$ cat src/rtl/decode_stage.sv
// RV32 decode stage and ID/EX pipeline register. Decodes fields and immediates,
// and inserts a single bubble on a load-use dependency by holding fetch off.
`ifndef WORD_SIZE
`define WORD_SIZE 32
`endif

module decode_stage #(
    parameter int WORD_SIZE  = `WORD_SIZE,
    parameter int REG_ADDR_W = 5
) (
    input  logic                  clk,
    input  logic                  rst_n,
    input  logic                  if_valid,
    input  logic [WORD_SIZE-1:0]  if_instr,
    input  logic [WORD_SIZE-1:0]  if_pc,
    output logic                  if_ready,
    input  logic                  ex_stall,
    input  logic                  flush,
    output logic                  id_valid,
    output logic [WORD_SIZE-1:0]  id_pc,
    output logic [6:0]            id_opcode,
    output logic [6:0]            id_funct7,
    output logic [2:0]            id_funct3,
    output logic [REG_ADDR_W-1:0] id_rs1,
    output logic [REG_ADDR_W-1:0] id_rs2,
    output logic [REG_ADDR_W-1:0] id_rd,
    output logic [WORD_SIZE-1:0]  id_immediate,
    output logic                  id_reg_write,
    output logic                  id_mem_read,
    output logic                  id_mem_write,
    output logic                  id_illegal
);
    localparam logic [6:0] OP_LOAD    = 7'b0000011;
    localparam logic [6:0] OP_ALU_IMM = 7'b0010011;
    localparam logic [6:0] OP_AUIPC   = 7'b0010111;
    localparam logic [6:0] OP_STORE   = 7'b0100011;
    localparam logic [6:0] OP_ALU     = 7'b0110011;
    localparam logic [6:0] OP_BRANCH  = 7'b1100011;
    localparam logic [6:0] OP_JUMP    = 7'b1101111;

    typedef struct packed {
        logic                  valid;
        logic [WORD_SIZE-1:0]  pc;
        logic [6:0]            opcode;
        logic [6:0]            funct7;
        logic [2:0]            funct3;
        logic [REG_ADDR_W-1:0] rs1;
        logic [REG_ADDR_W-1:0] rs2;
        logic [REG_ADDR_W-1:0] rd;
        logic [WORD_SIZE-1:0]  imm;
        logic                  reg_write;
        logic                  mem_read;
        logic                  mem_write;
        logic                  illegal;
    } idex_t;

    logic [6:0]            op, f7_raw;
    logic [2:0]            f3_raw;
    logic [REG_ADDR_W-1:0] rd_raw, rs1_raw, rs2_raw;
    logic                  uses_rs1, uses_rs2, has_rd, has_f3, has_f7;
    logic                  is_load, is_store, legal, hazard;
    logic [31:0]           imm32;
    idex_t                 dec, idex_d, idex_q;

    assign op      = if_instr[6:0];
    assign f7_raw  = if_instr[31:25];
    assign f3_raw  = if_instr[14:12];
    assign rd_raw  = REG_ADDR_W'(if_instr[11:7]);
    assign rs1_raw = REG_ADDR_W'(if_instr[19:15]);
    assign rs2_raw = REG_ADDR_W'(if_instr[24:20]);

    always_comb begin
        uses_rs1 = 1'b0;
        uses_rs2 = 1'b0;
        has_rd   = 1'b0;
        has_f3   = 1'b0;
        has_f7   = 1'b0;
        is_load  = 1'b0;
        is_store = 1'b0;
        legal    = 1'b0;
        imm32    = '0;
        case (op)
            OP_ALU: begin
                uses_rs1 = 1'b1; uses_rs2 = 1'b1; has_rd = 1'b1; has_f3 = 1'b1; has_f7 = 1'b1;
                legal = (f7_raw == 7'b0000000 && (f3_raw inside {3'b000, 3'b001, 3'b101, 3'b110, 3'b111}))
                     || ((f7_raw == 7'b0100000 || f7_raw == 7'b0000001) && f3_raw == 3'b000);
            end
            OP_ALU_IMM, OP_LOAD: begin
                uses_rs1 = 1'b1; has_rd = 1'b1; has_f3 = 1'b1;
                is_load  = (op == OP_LOAD);
                legal    = is_load ? (f3_raw == 3'b010) : (f3_raw == 3'b000);
                imm32    = {{20{if_instr[31]}}, if_instr[31:20]};
            end
            OP_STORE: begin
                uses_rs1 = 1'b1; uses_rs2 = 1'b1; has_f3 = 1'b1; is_store = 1'b1;
                legal    = (f3_raw == 3'b010);
                imm32    = {{20{if_instr[31]}}, if_instr[31:25], if_instr[11:7]};
            end
            OP_BRANCH: begin
                uses_rs1 = 1'b1; uses_rs2 = 1'b1; has_f3 = 1'b1;
                legal    = f3_raw inside {3'b000, 3'b001, 3'b100, 3'b101};
                imm32    = {{19{if_instr[31]}}, if_instr[31], if_instr[7], if_instr[30:25],
                            if_instr[11:8], 1'b0};
            end
            OP_JUMP: begin
                has_rd = 1'b1; legal = 1'b1;
                imm32  = {{11{if_instr[31]}}, if_instr[31], if_instr[19:12], if_instr[20],
                          if_instr[30:21], 1'b0};
            end
            OP_AUIPC: begin
                has_rd = 1'b1; legal = 1'b1;
                imm32  = {if_instr[31:12], 12'b0};
            end
            default: legal = 1'b0;
        endcase

        // Illegal encodings expose the raw fields so the trap handler sees them unmasked.
        dec           = '0;
        dec.valid     = 1'b1;
        dec.pc        = if_pc;
        dec.opcode    = op;
        dec.funct7    = (has_f7   || !legal) ? f7_raw  : '0;
        dec.funct3    = (has_f3   || !legal) ? f3_raw  : '0;
        dec.rs1       = (uses_rs1 || !legal) ? rs1_raw : '0;
        dec.rs2       = (uses_rs2 || !legal) ? rs2_raw : '0;
        dec.rd        = (has_rd   || !legal) ? rd_raw  : '0;
        dec.imm       = WORD_SIZE'($signed(imm32));
        dec.reg_write = legal && has_rd && (rd_raw != '0);
        dec.mem_read  = legal && is_load;
        dec.mem_write = legal && is_store;
        dec.illegal   = !legal;
    end

    // A bubble clears id_valid, so the same load cannot raise the hazard twice.
    assign hazard = if_valid && idex_q.valid && idex_q.mem_read && (idex_q.rd != '0)
                 && ((uses_rs1 && rs1_raw == idex_q.rd) || (uses_rs2 && rs2_raw == idex_q.rd));
    assign if_ready = !ex_stall && !hazard;

    always_comb begin
        idex_d = idex_q;
        if (flush || (!ex_stall && hazard)) begin
            idex_d.valid     = 1'b0;
            idex_d.reg_write = 1'b0;
            idex_d.mem_read  = 1'b0;
            idex_d.mem_write = 1'b0;
            idex_d.illegal   = 1'b0;
        end else if (ex_stall) begin
            idex_d = idex_q;
        end else if (if_valid) begin
            idex_d = dec;
        end else begin
            idex_d.valid = 1'b0;
        end
    end

    always_ff @(posedge clk or negedge rst_n) begin
        if (!rst_n) idex_q <= '0;
        else        idex_q <= idex_d;
    end

    assign id_valid     = idex_q.valid;
    assign id_pc        = idex_q.pc;
    assign id_opcode    = idex_q.opcode;
    assign id_funct7    = idex_q.funct7;
    assign id_funct3    = idex_q.funct3;
    assign id_rs1       = idex_q.rs1;
    assign id_rs2       = idex_q.rs2;
    assign id_rd        = idex_q.rd;
    assign id_immediate = idex_q.imm;
    assign id_reg_write = idex_q.reg_write;
    assign id_mem_read  = idex_q.mem_read;
    assign id_mem_write = idex_q.mem_write;
    assign id_illegal   = idex_q.illegal;
endmodule
$ cat config.mk
export PLATFORM = sky130hd
export DESIGN_NAME = decode_stage
export DESIGN_NICKNAME = d
export VERILOG_FILES = /design/src/rtl/decode_stage.sv
export SDC_FILE = /design/constraint.sdc
export NUM_CORES = 1
export LEC_CHECK = 0
export BUFFER_PORTS_ARGS = -buffer_cell sky130_fd_sc_hd__buf_4
export CAP_MARGIN = 20
export CORE_ASPECT_RATIO = 1.5
export CORE_MARGIN = 2
export CORE_UTILIZATION = 40
export CTS_CLUSTER_SIZE = 10
export DETAILED_ROUTE_END_ITERATION = 10
export GPL_TIMING_DRIVEN = 1
export MAX_ROUTING_LAYER = met4
export PLACE_DENSITY = 0.67
export SETUP_SLACK_MARGIN = 0.05
export SYNTH_ARGS = -nofsm -noshare
export SYNTH_HDL_FRONTEND = slang
export SYNTH_SLANG_ARGS = --single-unit
$ cat constraint.sdc
create_clock -name clk -period 2.7 [get_ports clk]
set_input_delay 0.135 -clock clk [delete_from_list [all_inputs] [get_ports clk]]
set_output_delay 0.135 -clock clk [all_outputs]
set_load 0.05 [all_outputs]
# After elaboration in Yosys (flattened, before gate mapping)

Cells that the tools add are included.

Bits in registers: 101
Input port bits: 69
Output and inout port bits: 102
Word-level logic and storage cells: 91

Equality and inequality tests: 18
Muxes and demuxes: 19
Bitwise logic cells: 2
Reductions and logical operators: 39

Operator list:

| cell                                                                  | number |
|---|---|
| 32-bit one-hot mux with 5 select lines                                | 1 |
| 101-bit 2-to-1 mux                                                    | 1 |
| 100-bit 2-to-1 mux                                                    | 1 |
| 7-bit by 6-bit equality test with 1-bit output, second input constant | 3 |
| 5-bit 2-to-1 mux                                                      | 3 |
| 5-bit nonzero test                                                    | 3 |
| 7-bit by 5-bit equality test with 1-bit output, second input constant | 2 |
| 7-bit equality test, second input constant                            | 2 |
| 1-bit logical AND                                                     | 14 |
| 3-bit equality test, second input constant                            | 4 |
| 5-bit equality test                                                   | 2 |
| 5-bit OR reduction                                                    | 2 |
| 1-bit 2-to-1 mux                                                      | 9 |
| 1-bit logical OR                                                      | 8 |
| 7-bit by 1-bit equality test with 1-bit output, second input constant | 1 |
| 7-bit by 2-bit equality test with 1-bit output, second input constant | 1 |
| 7-bit zero test                                                       | 1 |
| 7-bit 2-to-1 mux                                                      | 1 |
| 1-bit one-hot mux with 5 select lines                                 | 1 |
| 4-bit 2-to-1 mux                                                      | 1 |
| 4-bit nonzero test                                                    | 1 |
| 2-bit OR reduction                                                    | 2 |
| 3-bit by 1-bit equality test with 1-bit output, second input constant | 1 |
| 3-bit by 2-bit equality test with 1-bit output, second input constant | 1 |
| other kinds (9)                                                       | 12 |

# Depth between registers and ports, before layout

Word-level depth: 11
Mapped depth: 8
Gate-level depth less buffers: 5

# Least setup slack after synthesis

No wires, ideal clock.

Kind: register -> register
Start: register idex_q (netlist bit id_rd[3])
End: register idex_q (netlist bit id_immediate[0])
Library setup time: 0.125 ns
Arrival: 2.080 ns
Required time: 2.575 ns
Setup slack: 0.495 ns
Stages on the path, launching flop included: 8
Buffers on the path: 2
Clock period less this slack: 2.205 ns
Cells stage by stage: dfrtp_1 > xor2_1 > nor4_1 > a2bb2oi_1 > o21a_1 > buf_4 > buf_4 > mux2_4

Word-level cells in the longest chain between the ends: 8
Elaborated cells on any way between the ends: 12
Those cells by class: 2 x eq/ne; 1 x bitwise; 9 x reduce/logical

RTL lines:

| item                              | line | RTL |
|---|---|---|
| from (decl)                       | 63   | `idex_t dec, idex_d, idex_q;` |
| from (signal assigned)            | 158  | `else idex_q <= idex_d;` |
| 5-bit equality test               | 136  | `&& ((uses_rs1 && rs1_raw == idex_q.rd) \|\| (uses_rs2 && rs2_raw == idex_q.rd));` |
| 1-bit logical AND                 | 136  |  |
| 1-bit logical OR                  | 136  |  |
| 1-bit logical AND (*)             | 136  |  |
| 1-bit logical AND (*)             | 141  | `if (flush \|\| (!ex_stall && hazard)) begin` |
| 1-bit logical OR (*)              | 141  |  |
| 1-bit NOT (no line) (*)           | --   |  |
| 3-bit AND reduction (no line) (*) | --   |  |

Mark *: on every way between the ends. The rest lies on a longest branch, timed or not.
A chain may end at the register's enable or synchronous reset.

# Worst setup path after layout

Start: register idex_q (netlist bit id_rd[3])
End: register idex_q (netlist bit id_rs1[1])

Same word-level chain as after synthesis.

==> key figures <==
Pwr
  • Clock power share: 27.7%
  • Switching Fraction: 37.16%
  • P_sw: 1760 µW
  • Leak: 0.003203 µW
  • Power Internal: 2976 µW
  • Cell Pwr Density: approximately 710 nW/µm²
  • Combinational share of power: 33.4%
  • Sequential share of power: 38.9%
  • Max VDD drop: ~340 µV

Timing
  • Final Hold Viols: 0
  • Setup-failing EPs final: 0
  • Post-route clock skew: about 0.0057 ns
  • Slew headroom: ~44%
  • Period utilization: about 83%
  • Max Slew Vio Count: 0
  • Max Fclk: 0.4476 GHz
  • Worst-Margin Slew: 0.8327 ns
  • Crit path time final: 2.234 ns
  • Setup TNS: 0 ns
  • RSZ-0062 raised after global routing: false

Yosys
  • Synth area leader: dfrtp_1
  • Warnings, synthesis: 0
  • Seq cells post-synth: 101
  • Synth unique cells: 45
  • Post-Syn Nets: 469
  • Xor/xnor share of the synthesized area: between 2 and 2.5%
  • Mapped Area: 4785 µm²
  • Synth Area in Adders: 0%
  • Mux share of post-synthesis cell area: 23.25%
  • Largest family of logic cells by synthesized area: multiplexers
  • Synth area leaders: dfrtp_1 53%, mux2i_1 9.2%, mux2_1 7.8%
  • Synth Area in Compound Gates: under 10%
  • Ys flop type: dfrtp_1
  • Mapped Cells: 400
  • Async SR Flop Fraction: 100.0%
  • Synthesized area per cell: 11.96 µm²
  • Share of the synthesized area in the top cell type: 52.82%
  • Simple-gate area share of the yosys netlist: 9.388%
  • Proportion of synthesized chip area in sequential cells: 52.82%
  • Post-synth EDFFs: 0

Worst setup path
  • CP arrival: 2.46 ns
  • Worst setup path class: register to register
  • FF-to-FF Start: id_rd[3]
  • Register-to-register setup slack: 0.47 ns
  • CP Depth: 6
  • Crit-path max cell delay: 0.45 ns
  • Crit path cell chain: xor2_1 -> nor4_1 -> a2bb2oi_1 -> o21a_4 -> buf_4 -> mux2_1
  • CP top delay family: compound AO/OA/AOI/OAI gates
  • Setup crit start kind: register
  • Worst reg2reg path endpoint: id_rs1[1]
  • Worst EP required: 2.93 ns
  • Worst r2r path cells: 6
  • Slowest stage cell, crit path: dfrtp_1
  • Worst Setup End Kind: register
  • Buf/Inv on CP: 1
  • Worst Path Max Fanout: 16

Clock network
  • Worst skew pair latency: 0.35 ns
  • Num CTS Buffers: 9
  • H-Tree Depth: 3
  • Clock sink count: 101
  • PostCTS Resize Cnt: 0
  • Root Buffer: clkbuf_16
  • CTS tree: yes
  • Clock buffer depth: 2
  • Setup repair bufs after CTS: 0
  • CTS clock-pin slew for the worst setup and hold paths: 0.07 ns

Global route
  • First-pass GRT wire length: 20,610 µm
  • Largest net degree at the start of global routing: 65
  • Gr ovfl total: 0
  • Total GRT Usage: 21.34%
  • Number of global-route vias before repair: between 3,000 and 4,000
  • Initial antenna violation count: 0

Cells and area
  • Final #Nets: ~650
  • Layout cells sized above 1: about 38%
  • Ant. Diodes: 0
  • Area Growth Syn to Fin: 38.76%
  • Non-filler cells, final: between 700 and 800

Route
  • Total routed wirelength: 12,950 µm
  • Residual DRC: 0
  • Drt wl/cell: 17.54 µm
  • Final ANT Viol Nets: 0
  • Total number of vias: 3,723
  • Vias per inst: about 5.0
  • DRT Pass-1 Iters: 4
  • 1st-iter DRT viols: 116

Place
  • IO Port Bufs: 170
  • Dpl cells: roughly 710
  • Post-DP HPWL: 9593 µm
  • Final GP Congestion: 0.8851

Worst hold path
  • Hold Path Class: primary input to register
  • HP Start: if_pc[8]
  • Hold Path End: id_pc[8]
  • WHS Path Cells: 2

Die
  • Area of the core: 11,590 µm²
  • Initial Util: 41.28%
  • Die Y: 138.0 µm
  • Die area: 12,870 µm²
  • Die Wd: just over 90 µm
  • Placement row count: 48
  • Num ports: roughly 170

Job
  • Max-cap violations: 0

Outcome
  • Status: finished, final reports clean
==> what timing repair did <==
action | 4_1_cts | 5_1_grt
hold buffers | 10 | 0
hold endpoints to repair | 71 | 0
setup endpoints to repair | 0 | 0
==> power by group through the flow <==
stage / combinational [µW] / sequential [µW] / clock (µW)
after floorplan: 311 / 2560 / 0
after global placement: 1560 / 1860 / 0
after detailed placement: 1580 / 1870 / 0
after CTS: 1590 / 1850 / 1350
after global routing: 1660 / 1870 / 1400
final: 1580 / 1840 / 1310
==> per-stage QoR <==
stage	hold slack, ns	utilization, %	setup WS [ns]	area [µm²]	total power [µW]
after global placement	0.2788	53.83	0.5916	6240	3424
after floorplan	-0.1606	-	0.4948	4785	2875
after global routing	0.006831	57.28	0.3179	6639	4932
final	0.01044	57.28	0.4657	6639	4736
after CTS	0.002346	57.28	0.4448	6639	4786
after detailed placement	0.2925	53.83	0.4962	6240	3450
==> layout by cell type (no fill, tap or decap), drive strengths merged, types with 2 or more instances in the layout <==
cell,synthesis,layout
o31ai,2,2
nand2b,3,3
dlygate4sd3,0,10
nor3b,2,2
and2b,4,4
mux2,53,53
inv,45,47
nand2,29,29
clkbuf,2,9
dfrtp,101,101
a2bb2oi,2,2
a21oi,26,26
a22o,5,5
nor3,4,4
mux2i,44,44
o21a,2,2
o21ai,5,5
nor4,2,2
nand4,3,3
xor2,6,6
nand3,4,4
xnor2,5,5
buf,15,179
nor2b,9,9
nor2,12,12
clkinv,0,3
==> cell usage after synthesis, types with 2 or more instances <==
library cell,instances
mux2_1,33
buf_4,8
o21a_1,2
nand2_1,29
nor3_1,4
nor3b_1,2
mux2_4,20
o21ai_0,3
nand3_1,4
nor2b_1,9
mux2i_1,44
nand4_1,3
xnor2_1,5
dfrtp_1,101
a2bb2oi_1,2
clkbuf_1,2
nor2_1,12
xor2_1,6
buf_2,6
a22o_1,5
nor4_1,2
inv_1,45
o31ai_2,2
a21oi_1,25
and2b_1,4
nand2b_1,3
==> worst max-delay path by stage <==
stage / from / end
after global routing: id_rd[3] / id_immediate[31]
after floorplan: id_rd[3] / id_immediate[0]
after CTS: id_rd[3] / id_rs1[1]
final: id_rd[3] / id_rs1[1]
after detailed placement: id_rd[4] / id_rs1[1]
after global placement: id_rd[4] / id_rs1[3]
==> registers in the layout (all words and copies together) (netlist names) <==
| signal | flops |
|---|---|
| id_funct3 | 3 |
| id_funct7 | 7 |
| id_illegal | 1 |
| id_immediate | 32 |
| id_mem_read | 1 |
| id_mem_write | 1 |
| id_opcode | 7 |
| id_pc | 32 |
| id_rd | 5 |
| id_reg_write | 1 |
| id_rs1 | 5 |
| id_rs2 | 5 |
| id_valid | 1 |
==> metal layers <==
metal  vias to the layer above  part of all wire [%]  global-route usage [%]
met4                         0                   2.9                   9.477
met1                      1841                    41                   26.61
li1                       1721                     -                       -
met3                        26                   5.4                   3.696
met2                       135                    51                   34.13
met5                         -                     0                       -
==> cell families after synthesis <==
| group | after synthesis |
|---|---|
| flip-flops | 101 |
| multiplexers | 97 |
| AND/OR/NAND/NOR | 82 |
| buffers and inverters | 62 |
| AO/OA/AOI/OAI | 47 |
| XOR/XNOR | 11 |
==> final cells by class <==
type	instances	area [µm²]
clock buffers	9	225.2
clock inverters	7	73.82
fillers	1027	4952
inverters	45	168.9
multi-input cells	237	1987
flip-flops and latches	101	2527
well taps	150	187.7
repair buffers	189	1469
Power figures use the tool's default switching activity.
